### src/rtl/seg7_pkg.sv
// Shared types and hex-to-segment mapping for the multiplexed 7-segment driver.
// Segment vectors are active-high gfedcba (bit0 = a); polarity is applied at the pins.
package seg7_pkg;

  typedef logic [6:0] seg_t;

  localparam seg_t SEG_BLANK = 7'h00;

  function automatic seg_t hex2seg(input logic [3:0] nibble);
    seg_t s;
    case (nibble)
      4'h0: s = 7'h3F;
      4'h1: s = 7'h06;
      4'h2: s = 7'h5B;
      4'h3: s = 7'h4F;
      4'h4: s = 7'h66;
      4'h5: s = 7'h6D;
      4'h6: s = 7'h7D;
      4'h7: s = 7'h07;
      4'h8: s = 7'h7F;
      4'h9: s = 7'h6F;
      4'hA: s = 7'h77;
      4'hB: s = 7'h7C;
      4'hC: s = 7'h39;
      4'hD: s = 7'h5E;
      4'hE: s = 7'h79;
      default: s = 7'h71;
    endcase
    return s;
  endfunction

endpackage

### src/rtl/seg7_decode.sv
// Combinational nibble to active-high segment pattern; zero latency, no flow control.
module seg7_decode
  import seg7_pkg::*;
(
  input  logic [3:0] nibble,
  output seg_t       seg
);

  assign seg = hex2seg(nibble);

endmodule

### src/rtl/seg7_hex_mux.sv
// N-digit hex display scanner with double-buffered load, guard slot and optional leading-zero blanking.
// Pins are registered (1 cycle after scan state); no backpressure. SEG7_DIM_EN adds bright_i duty control.
module seg7_hex_mux
  import seg7_pkg::*;
#(
  parameter int N_DIGITS    = 4,
  parameter int CLK_HZ      = 50_000_000,
  parameter int REFRESH_HZ  = 1_000,
  parameter int SEG_ACT_LOW = 1,
  parameter int AN_ACT_LOW  = 1
) (
  input  logic                  clk,
  input  logic                  rst,
  input  logic [4*N_DIGITS-1:0] value_i,
  input  logic [N_DIGITS-1:0]   dp_i,
  input  logic                  load_i,
  input  logic                  blank_lz_i,
`ifdef SEG7_DIM_EN
  input  logic [3:0]            bright_i,
`endif
  output logic [6:0]            seg_o,
  output logic                  dp_o,
  output logic [N_DIGITS-1:0]   an_o,
  output logic                  pend_o,
  output logic                  frame_o
);

  localparam int TICK_DIV = CLK_HZ / (REFRESH_HZ * N_DIGITS);
  localparam int CW       = (TICK_DIV > 1) ? $clog2(TICK_DIV) : 1;
  localparam int IW       = (N_DIGITS > 1) ? $clog2(N_DIGITS) : 1;

  localparam logic SEG_INV = (SEG_ACT_LOW != 0);
  localparam logic AN_INV  = (AN_ACT_LOW != 0);
  localparam seg_t SEG_OFF = SEG_BLANK ^ {7{SEG_INV}};
  localparam logic [N_DIGITS-1:0] AN_OFF = {N_DIGITS{AN_INV}};

  if (TICK_DIV < 2) begin : g_tick_div_chk
    $error("seg7_hex_mux: TICK_DIV must be at least 2");
  end

  logic [CW-1:0]         cnt;
  logic [IW-1:0]         idx;
  logic [4*N_DIGITS-1:0] pend_val, disp_val, upper;
  logic [N_DIGITS-1:0]   pend_dp, disp_dp, an_v;
  logic                  tick, last, commit, en, lz_blank;
  logic [3:0]            nibble;
  seg_t                  dec_seg;

  assign tick   = (cnt == CW'(TICK_DIV - 1));
  assign last   = (idx == IW'(N_DIGITS - 1));
  assign commit = tick && last && pend_o;

  seg7_decode u_decode (
    .nibble (nibble),
    .seg    (dec_seg)
  );

`ifdef SEG7_DIM_EN
  localparam int MW = $clog2(TICK_DIV * 16 + 1);
  logic [3:0]    bright_q;
  logic [MW-1:0] duty_lhs, duty_rhs;

  // Compare cnt/TICK_DIV against (bright+1)/16 without a divider.
  assign duty_lhs = MW'(cnt) << 4;
  assign duty_rhs = MW'(TICK_DIV) * (MW'(bright_q) + MW'(1));
  assign en       = (cnt != '0) && (duty_lhs < duty_rhs);

  always_ff @(posedge clk or posedge rst) begin
    if (rst)         bright_q <= 4'hF;
    else if (commit) bright_q <= bright_i;
  end
`else
  assign en = (cnt != '0);
`endif

  always_comb begin
    nibble   = disp_val[{idx, 2'b00} +: 4];
    upper    = disp_val >> {idx, 2'b00};
    lz_blank = blank_lz_i && (idx != '0) && (upper == '0);
    an_v     = '0;
    if (en) an_v[idx] = 1'b1;
  end

  always_ff @(posedge clk or posedge rst) begin
    if (rst) begin
      cnt      <= '0;
      idx      <= '0;
      pend_val <= '0;
      pend_dp  <= '0;
      disp_val <= '0;
      disp_dp  <= '0;
      pend_o   <= 1'b0;
      frame_o  <= 1'b0;
      an_o     <= AN_OFF;
      seg_o    <= SEG_OFF;
      dp_o     <= SEG_INV;
    end else begin
      cnt <= tick ? '0 : cnt + 1'b1;
      if (tick) idx <= last ? '0 : idx + 1'b1;
      frame_o <= commit;
      if (commit) begin
        disp_val <= pend_val;
        disp_dp  <= pend_dp;
        pend_o   <= 1'b0;
      end
      // A load in the commit cycle lands after the swap and is shown next frame.
      if (load_i) begin
        pend_val <= value_i;
        pend_dp  <= dp_i;
        pend_o   <= 1'b1;
      end
      an_o  <= an_v ^ AN_OFF;
      seg_o <= (lz_blank ? SEG_BLANK : dec_seg) ^ {7{SEG_INV}};
      dp_o  <= (!lz_blank && disp_dp[idx]) ^ SEG_INV;
    end
  end

endmodule

### config.mk
export PLATFORM = sky130hd
export DESIGN_NAME = seg7_hex_mux
export DESIGN_NICKNAME = d
export VERILOG_FILES = /design/src/rtl/seg7_pkg.sv /design/src/rtl/seg7_decode.sv /design/src/rtl/seg7_hex_mux.sv
export SDC_FILE = /design/constraint.sdc
export NUM_CORES = 1
export LEC_CHECK = 0
export ABC_CLOCK_PERIOD_IN_PS = 3030
export CAP_MARGIN = 0
export CORE_MARGIN = 2
export CORE_UTILIZATION = 55
export DETAILED_ROUTE_END_ITERATION = 7
export GPL_TIMING_DRIVEN = 0
export PLACE_DENSITY = 0.9
export SYNTH_ARGS = -nofsm -noshare
export SYNTH_HDL_FRONTEND = slang
export SYNTH_SLANG_ARGS = --single-unit
### constraint.sdc
create_clock -name clk -period 3.03 [get_ports clk]
set_clock_uncertainty 0.05 [all_clocks]
set_input_delay 0.7575 -clock clk [delete_from_list [all_inputs] [get_ports clk]]
set_output_delay 0.7575 -clock clk [all_outputs]
set_load 0.02 [all_outputs]
; ---- Word level (Yosys, flattened, before mapping)
; Memory sizes are Yosys's and may differ from the RTL's.
; Cells that the tools add are included.
[totals]
n_memories = 1
register_bits = 70
wordCells = 44
in_bits = 24
romBits = 112
out_inout_bits = 14
[op_classes]
n_mux = 10
addsub = 2
bitwise = 3
shift = 2
n_lt_le_gt_ge = 2
reduce_logical = 11
n_eq_ne = 2
[memory_table]
columns = memory, depth, width, rd, rd_clocked_by_memory_dff, wr, line_no
row1 = (no name shown), 16, 7, 1, 0, 0, seg7_pkg.sv:11  ; case (nibble)
[op_table]
columns = op, count
row1 = 16-bit logical NOT, 1
row2 = 16-bit by 5-bit indexed part select with 4-bit output, 1
row3 = 16-bit by 4-bit right shift with 16-bit output, 1
row4 = "14-bit by 1-bit adder with 14-bit output, second input constant", 1
row5 = "14-bit == test, second input constant", 1
row6 = 14-bit two-way mux, 1
row7 = 14-bit nonzero test, 1
row8 = 7-bit two-way mux, 1
row9 = 7-bit NOT, 1
row10 = 1-bit logical AND, 6
row11 = 1-bit two-way mux, 4
row12 = 4-bit two-way mux, 1
row13 = 4-bit NOT, 1
row14 = 2-bit nonzero test, 2
row15 = "2-bit by 3-bit < comparator with 1-bit output, second input constant", 1
row16 = "2-bit by 1-bit adder with 2-bit output, second input constant", 1
row17 = 1-bit binary-select mux with 2-bit select, 1
row18 = 1-bit demux with 2-bit select, 1
row19 = "2-bit == test, second input constant", 1
row20 = "2-bit by 1-bit >= comparator with 1-bit output, second input constant", 1
row21 = 2-bit two-way mux, 1
row22 = 1-bit logical NOT, 1
row23 = 1-bit NOT, 1

; ---- Longest topological paths before layout
; Gate-level depths: netlist of the first run.
[logic_depth]
word_depth = 6
depth_mapped = 7
ltp_nobuf = 6

; ---- Cells and area by module
; From an unflattened synthesis of the first run, not the netlist that was laid out.
[hier_totals]
hier_cells = 243
hier_area_um2 = 3219.3
[by_module_without_submodules]
columns = mod, seq_area_each_um2, instances, cells_each, area_per_inst_um2
row1 = seg7_hex_mux, 1766.7, 1, 210, 2931.6
row2 = seg7_decode, 0.0, 1, 33, 287.8

; ---- Worst setup path after synthesis of the first run
; No wires, ideal clock.
[synth_timing]
path_type = flip-flop to flip-flop
startpoint = reg idx[1]
endpoint = reg seg_o[5]
t_arrival_ps = 2027
n_path_buf = 1
slack_ps = 872
synth_period_minus_slack_ps = 2158
t_required_ps = 2899
setup_time_ps = 81
path_stages_with_launch = 8
cell_sequence = dfrtp_1 clkbuf_1 mux4_2 inv_1 ha_1 nand2_1 a211o_1 o211ai_1
[synth_between]
elab_chain_cells = 5
elab_cells_between_ends = 9
classes_between = shift: 2 / mux: 1 / bitwise: 1 / reduce/logical: 4 / memory: 1
[synth_lines]
columns = element, line_no
row1 = from (decl), seg7_hex_mux.sv:42  ; logic [IW-1:0] idx;
row2 = from (signal assigned), seg7_hex_mux.sv:99  ; if (tick) idx <= last ? '0 : idx + 1'b1;
row3 = "parallel branches: the longest is 3 deep, another holds memory 16 x 7 bit", n/a
row4 = 7-bit two-way mux *, seg7_hex_mux.sv:113  ; seg_o <= (lz_blank ? SEG_BLANK : dec_seg) ^ {7{SEG_INV}};
row5 = 7-bit NOT (no source line) *, n/a
row6 = to (signal assigned), seg7_hex_mux.sv:113
row7 = to (decl), seg7_hex_mux.sv:21  ; output logic [6:0] seg_o,
; Mark *: on every way between the ends.
; A chain may end at the register's enable or synchronous reset.

; ---- Final worst setup path of the first run
[layout_timing]
startpoint = reg idx[1]
endpoint = reg seg_o[1]
; The elaborated chain is that of the path after synthesis.

==> metrics.txt, run 1 <==
Yosys cell types=37; number of antenna diodes=0; final design utilization=0.6985; status=finished clean; Final Cycle Share=0.8211; count of flip-flops with a built-in enable after synthesis=0; effective utilization at floorplan=0.5742; Num CTS Buffers=9; area share of the leading cell type in the synthesized netlist=0.4535; number of vias per cell=between 5 and 6; number of nets with antenna violations after routing=0; post-cts sizing count=0; core area=5574 µm²; register bit total from synthesis=70; Avg Cell Area, Syn=about 13 µm²; most instantiated flip-flop cell in the synthesis netlist=sky130_fd_sc_hd__dfrtp_1; library cell used as clock root buffer=sky130_fd_sc_hd__clkbuf_8; Sinks on Clock Net=70; Setup Crit Path Kind=flop to flop; Slew headroom=0.5413; Synth area leaders=sky130_fd_sc_hd__dfrtp_1 45%, sky130_fd_sc_hd__dfstp_2 9.9%, sky130_fd_sc_hd__mux2_2 7.7%, sky130_fd_sc_hd__mux2_1 6.7%, sky130_fd_sc_hd__ha_1 4.7%; initial antenna violation count=0; fraction of final layout cells with drive strength greater than 1=0.2155; post-CTS setup repair buffer count=0; post-detailed-route DRC marker count=0; pin count of the biggest net entering global routing=38; number of max-cap violations=0; wire length of the first global-routing pass=roughly 10000 µm; worst-skew pair later-pin latency=approximately 0.34 ns; horizontal die dimension=80.29 µm; number of global-route vias before repair=roughly 2100; share of synthesized area occupied by flip-flops and latches=0.5520; GR Overflow Total=0; Placed Area=~3700 µm²; required time at the worst-slack endpoint=approximately 3.2 ns; number of endpoints failing setup at the final stage=0; number of buffers inserted by port buffering=37; worst-case setup slack after placement=approximately 0.55 ns; count of boundary I/O pins=38; deepest level of the CTS H-tree=3; TNS Setup=0 ns; YS warnings=0; post-synthesis net count=approximately 280; FP Rows=27; Worst-path clk slew=about 0.070 ns; Setup crit start kind=flop; unrepaired setup endpoints after global routing=false; Die Y-Extent=between 80 and 90 µm; cell type with the largest total area after synthesis=sky130_fd_sc_hd__dfrtp_1; Overall Global Routing Usage=0.2077; final weighted congestion in routability-driven placement=0.8267; post-DR wirelength/cell=roughly 15 µm; Hold Fails Final Rpt=0; fin nets=between 300 and 400; clock period minus final worst setup slack=between 2 and 2.5 ns; count of hold buffers inserted by post-cts repair=0; most frequent cells in the layout=58 x sky130_fd_sc_hd__dfrtp_1, 37 x sky130_fd_sc_hd__clkdlybuf4s50_1, 22 x sky130_fd_sc_hd__mux2_2, 19 x sky130_fd_sc_hd__mux2_1, 17 x sky130_fd_sc_hd__nand2_1; crit end category=flop; worst-path maximum fanout=8; total via count in the routed design=2035; most common library cell in the layout ignoring fill and taps=sky130_fd_sc_hd__dfrtp_1; Max Freq=402.0 MHz; clock tree from TritonCTS=done; number of detailed-routing iterations run before antenna repair=5; post-DP HPWL=4115 µm; actual transition at the worst max-transition pin=around 0.69 ns; power after layout=between 0.0015 and 0.002 W; register-to-register path setup slack=between 0.5 and 0.6 ns; share of synthesized flip-flops with an asynchronous set or reset=1.000; count of final max-slew check failures=0; wirelength, routed=~5700 µm; Max VDD drop=0.0003673 V; Finished Cell Area=~3900 µm²; starting DRC count in detailed routing=140; post-route setup slack=roughly 0.54 ns; Max Root-Sink Buffers=2; cells after synthesis=roughly 240; P&R area growth vs syn=21.66%; class of the tightest hold or removal check=flop to flop; arrival time at the worst endpoint=between 2 and 3 ns; total leakage power=approximately 1.7 nW; post-synthesis instance area=about 3200 µm²; die footprint=about 6400 µm²; power density cells=479.8 nW/µm²
[cells in the mapped netlist, drive strengths merged, types with 4 or more instances]
cell type and n:
clkbuf 7, dfrtp 58, dfstp 12, ha 12, inv 7, mux2 41, mux4 6, nand2 17
nand3 8, nand4 4, nor2 14, nor4 6, o211ai 4, o21ai 6, xnor2 4, xor2 11
[area by class of cell]
class,instances,area (µm²)
clock buffer,9,123.9
fill,400,1680
timing repair buffer,38,390.4
clock inverter,7,88.84
multi-input combinational,157,1359
tap,72,90.09
buffer,9,48.80
sequential,70,1767
inverter,7,26.28
[final timing paths]
check / cells after the start / from / to
max: 7 / idx[1] / seg_o[1]
min in group asynchronous: 2 / rst / disp_dp[0]
max reg2reg: 7 / idx[1] / seg_o[1]
max in group asynchronous: 3 / rst / frame_o
min reg2reg: 1 / disp_dp[3] / disp_dp[3]
min: 1 / disp_dp[3] / disp_dp[3]
[registers in the layout, summed over array words and instances (netlist names)]
signal,count
dp_o,1
pend_o,1
disp_val,16
frame_o,1
cnt,14
seg_o,7
disp_dp,4
idx,2
an_o,4
pend_val,16
pend_dp,4
[through the flow]
stage / cells / hold slack, ns
after floorplan: 243 / 0.4024
after global placement: 352 / 0.4153
after detailed placement: 353 / 0.4253
after CTS: 369 / 0.4426
after global routing: 369 / 0.4512
final: 369 / 0.4409
[routing by layer]
metal,vias to the layer above,global-route usage,share of wire
li1,962,-,-
met1,1015,0.2778,0.44
met2,51,0.3225,0.50
met3,7,0.05843,0.040
met4,0,0.08136,0.015
met5,-,0,0
[power by group]
part           internal (W)  leakage, nW  switching, W  total [W]
Clock              0.000459        0.113      0.000348   0.000807
Sequential         0.000962        0.870     0.0000146   0.000976
Combinational     0.0000527        0.741     0.0000328  0.0000855
[logic make-up (layout without fill, tap and decap cells)]
| kind of cell | after synthesis | in the layout | share of synthesized area |
|---|---|---|---|
| AO/OA/AOI/OAI | 18 | 18 | 0.03675 |
| XOR/XNOR | 15 | 15 | 0.04105 |
| adder cells (fa/ha/maj) | 12 | 12 | 0.04691 |
| buffers and inverters | 16 | 70 | 0.02346 |
| flip-flops | 70 | 70 | 0.5520 |
| multiplexers | 48 | 48 | 0.1896 |
| AND/OR/NAND/NOR | 64 | 64 | 0.1102 |
[worst max-delay path: stages, from the launching register on]
cell and delay [ns]:
sky130_fd_sc_hd__dfrtp_1 0.38, sky130_fd_sc_hd__clkbuf_1 0.40, sky130_fd_sc_hd__mux4_2 0.64, sky130_fd_sc_hd__inv_1 0.15
sky130_fd_sc_hd__ha_1 0.19, sky130_fd_sc_hd__nand2_1 0.07, sky130_fd_sc_hd__a211o_1 0.40, sky130_fd_sc_hd__o211ai_1 0.14
Note: power is estimated with default switching activity, not from simulation.
==> inputs of run 2 (changes only) <==
Settings changed: ABC_CLOCK_PERIOD_IN_PS 3030 to 2300.
Clock period 3.03 ns to 2.3 ns, I/O delays scaled along.
==> run 2 against run 1 <==
Net effect:
- non-clock buffer count rose by 2
- core utilization is 0.88 points higher
- fmax increased by 11%
- critical path type unchanged
- largest power group unchanged
- critical path depth is 2 lower
- power grew 33%
- worst hold slack got worse by 0.0032 ns
- die area stayed put
- sequential share of layout area fell by 0.43 points
- global-route usage shrank 0.29 points
- register-to-register slack got worse by 0.49 ns
- via count grew 1.1%
==> metrics.txt, run 2 (synthesis results as in run 1) <==
initial antenna violation count=0; Largest regs=disp_val (16), pend_val (16), cnt (14); GR Overflow Total=0; number of global-route vias before repair=2085; deepest level of the CTS H-tree=3; horizontal die dimension=80.29 µm; worst-case setup slack after placement=-0.2339 ns; power density cells=629.5 nW/µm²; fraction of final layout cells with drive strength greater than 1=0.2475; wirelength, routed=slightly below 6000 µm; Sinks on Clock Net=70; reg-to-reg startpoint=cnt[9]; destination of the critical timing path=disp_val[2]; effective utilization at floorplan=0.5742; clock period minus final worst setup slack=roughly 2.2 ns; class of the tightest hold or removal check=flop to flop; count of hold buffers inserted by post-cts repair=0; number of max-cap violations=0; Comb pwr share=0.046; status=finished clean; worst reg2reg path endpoint=disp_val[2]; crit end category=flop; total via count in the routed design=~2100; Placed Area=approximately 3700 µm²; Int Power=between 0.0015 and 0.002 W; pin count of the biggest net entering global routing=between 40 and 50; post-DR wirelength/cell=about 16 µm; actual transition at the worst max-transition pin=around 0.63 ns; Max Root-Sink Buffers=2; Worst setup startpoint=cnt[9]; number of endpoints failing setup at the final stage=0; Hold Fails Final Rpt=0; library cell used as clock root buffer=sky130_fd_sc_hd__clkbuf_8; arrival time at the worst endpoint=~2.4 ns; switching power of the nets=about 0.00053 W; number of detailed-routing iterations run before antenna repair=4; count of boundary I/O pins=38; register-to-register path setup slack=approximately 0.05 ns; die footprint=approximately 6400 µm²; number of antenna diodes=0; worst-skew pair later-pin latency=approximately 0.35 ns; most frequent cells in the layout=54 x sky130_fd_sc_hd__dfrtp_1, 37 x sky130_fd_sc_hd__clkdlybuf4s50_1, 22 x sky130_fd_sc_hd__mux2_2, 19 x sky130_fd_sc_hd__mux2_1, 17 x sky130_fd_sc_hd__nand2_1; most common library cell in the layout ignoring fill and taps=sky130_fd_sc_hd__dfrtp_1; Final Cycle Share=0.9782; post-route setup slack=between 0.05 and 0.06 ns; clock tree from TritonCTS=done; post-DP HPWL=between 4000 and 5000 µm; Setup crit start kind=flop; clock network fraction of design power=0.436; worst reg2reg path depth=5; final design utilization=0.7073; post-detailed-route DRC marker count=0; Num CTS Buffers=9; count of final max-slew check failures=0; Max Freq=444.5 MHz; core area=~5600 µm²; Slew headroom=0.5815; wire length of the first global-routing pass=about 10000 µm; fin nets=330; starting DRC count in detailed routing=about 130; Worst-path clk slew=around 0.080 ns; Die Y-Extent=between 80 and 90 µm; FP Rows=27; number of nets with antenna violations after routing=0; required time at the worst-slack endpoint=2.46 ns; share of power burned in registers=0.518; number of vias per cell=around 5.5; number of buffers inserted by port buffering=37; Setup Crit Path Kind=flop to flop; Finished Cell Area=between 3000 and 4000 µm²; total leakage power=about 1.7 nW; Overall Global Routing Usage=0.2048; Max VDD drop=0.0004756 V; switching power as a share of total power=0.2155; P&R area growth vs syn=23.18%; instance count along the most critical hold path=1; final weighted congestion in routability-driven placement=0.8483; worst-path maximum fanout=10
==> run 2: cell types whose count changed in the layout (fill, tap and decap cells not counted), sizes merged <==
cell | before | now
clkinvlp | 0 | 5
buf | 3 | 7
clkinv | 5 | 1
clkbuf | 16 | 14
inv | 7 | 6
==> run 2: power groups by stage <==
stage,registers [W],logic (W),clock network [W]
final,0.00129,0.000114,0.00108
after global routing,0.00129,0.000126,0.00118
after CTS,0.00129,0.000117,0.00111
after detailed placement,0.00131,0.000117,0
after global placement,0.00131,0.000108,0
after floorplan,0.00130,0.0000606,0
==> run 2: repair_timing <==
| action | in CTS | in global routing |
|---|---|---|
| setup endpoints to repair | 27 | 24 |
| gates resized for setup | 1 | 5 |
| setup buffers | 0 | 4 |
| pin swaps | 1 | 0 |
==> run 2: layer usage <==
layer  wire, µm  up-vias  global-route usage
met5          0        -                   0
met4        121        0              0.1017
met3        213       16             0.04382
met2       2789       48              0.3175
met1       2637     1025              0.2740
li1           -      968                   -
==> run 2: per-stage QoR <==
step                hold WS, ns  cells  setup TNS, ns  power [W]
CTS                      0.4410    367              0   0.002513
detailed placement       0.4243    353         -1.862   0.001425
global route             0.4532    371       -0.01238   0.002595
global placement         0.4145    352         -1.034   0.001414
floorplan                0.4024    243              0   0.001361
finish                   0.4377    371              0   0.002482
==> run 2: cell type report <==
cell class,instances,area [µm²]
plain buffers,7,41.29
multi-input cells,157,1366
repair buffers,42,420.4
fillers,389,1632
well taps,72,90.09
inverters,7,30.03
flip-flops and latches,70,1772
clock buffers,9,123.9
clock inverters,7,98.84
==> run 2: worst min-delay path by stage <==
stage	slack, ns	to	from
2_1_floorplan	0.40	disp_dp[2]	disp_dp[2]
3_3_place_gp	0.41	disp_dp[3]	disp_dp[3]
6_report	0.44	disp_dp[3]	disp_dp[3]
3_5_place_dp	0.42	disp_dp[3]	disp_dp[3]
5_1_grt	0.45	disp_dp[2]	disp_dp[2]
4_1_cts	0.44	disp_dp[3]	disp_dp[3]
==> run 2: worst max-delay path, cell delays in order (launching register included) <==
cell,delay [ns]
sky130_fd_sc_hd__dfrtp_1,0.42
sky130_fd_sc_hd__or4_4,0.57
sky130_fd_sc_hd__nor4_4,0.26
sky130_fd_sc_hd__and3_4,0.26
sky130_fd_sc_hd__buf_6,0.16
sky130_fd_sc_hd__mux2_1,0.38
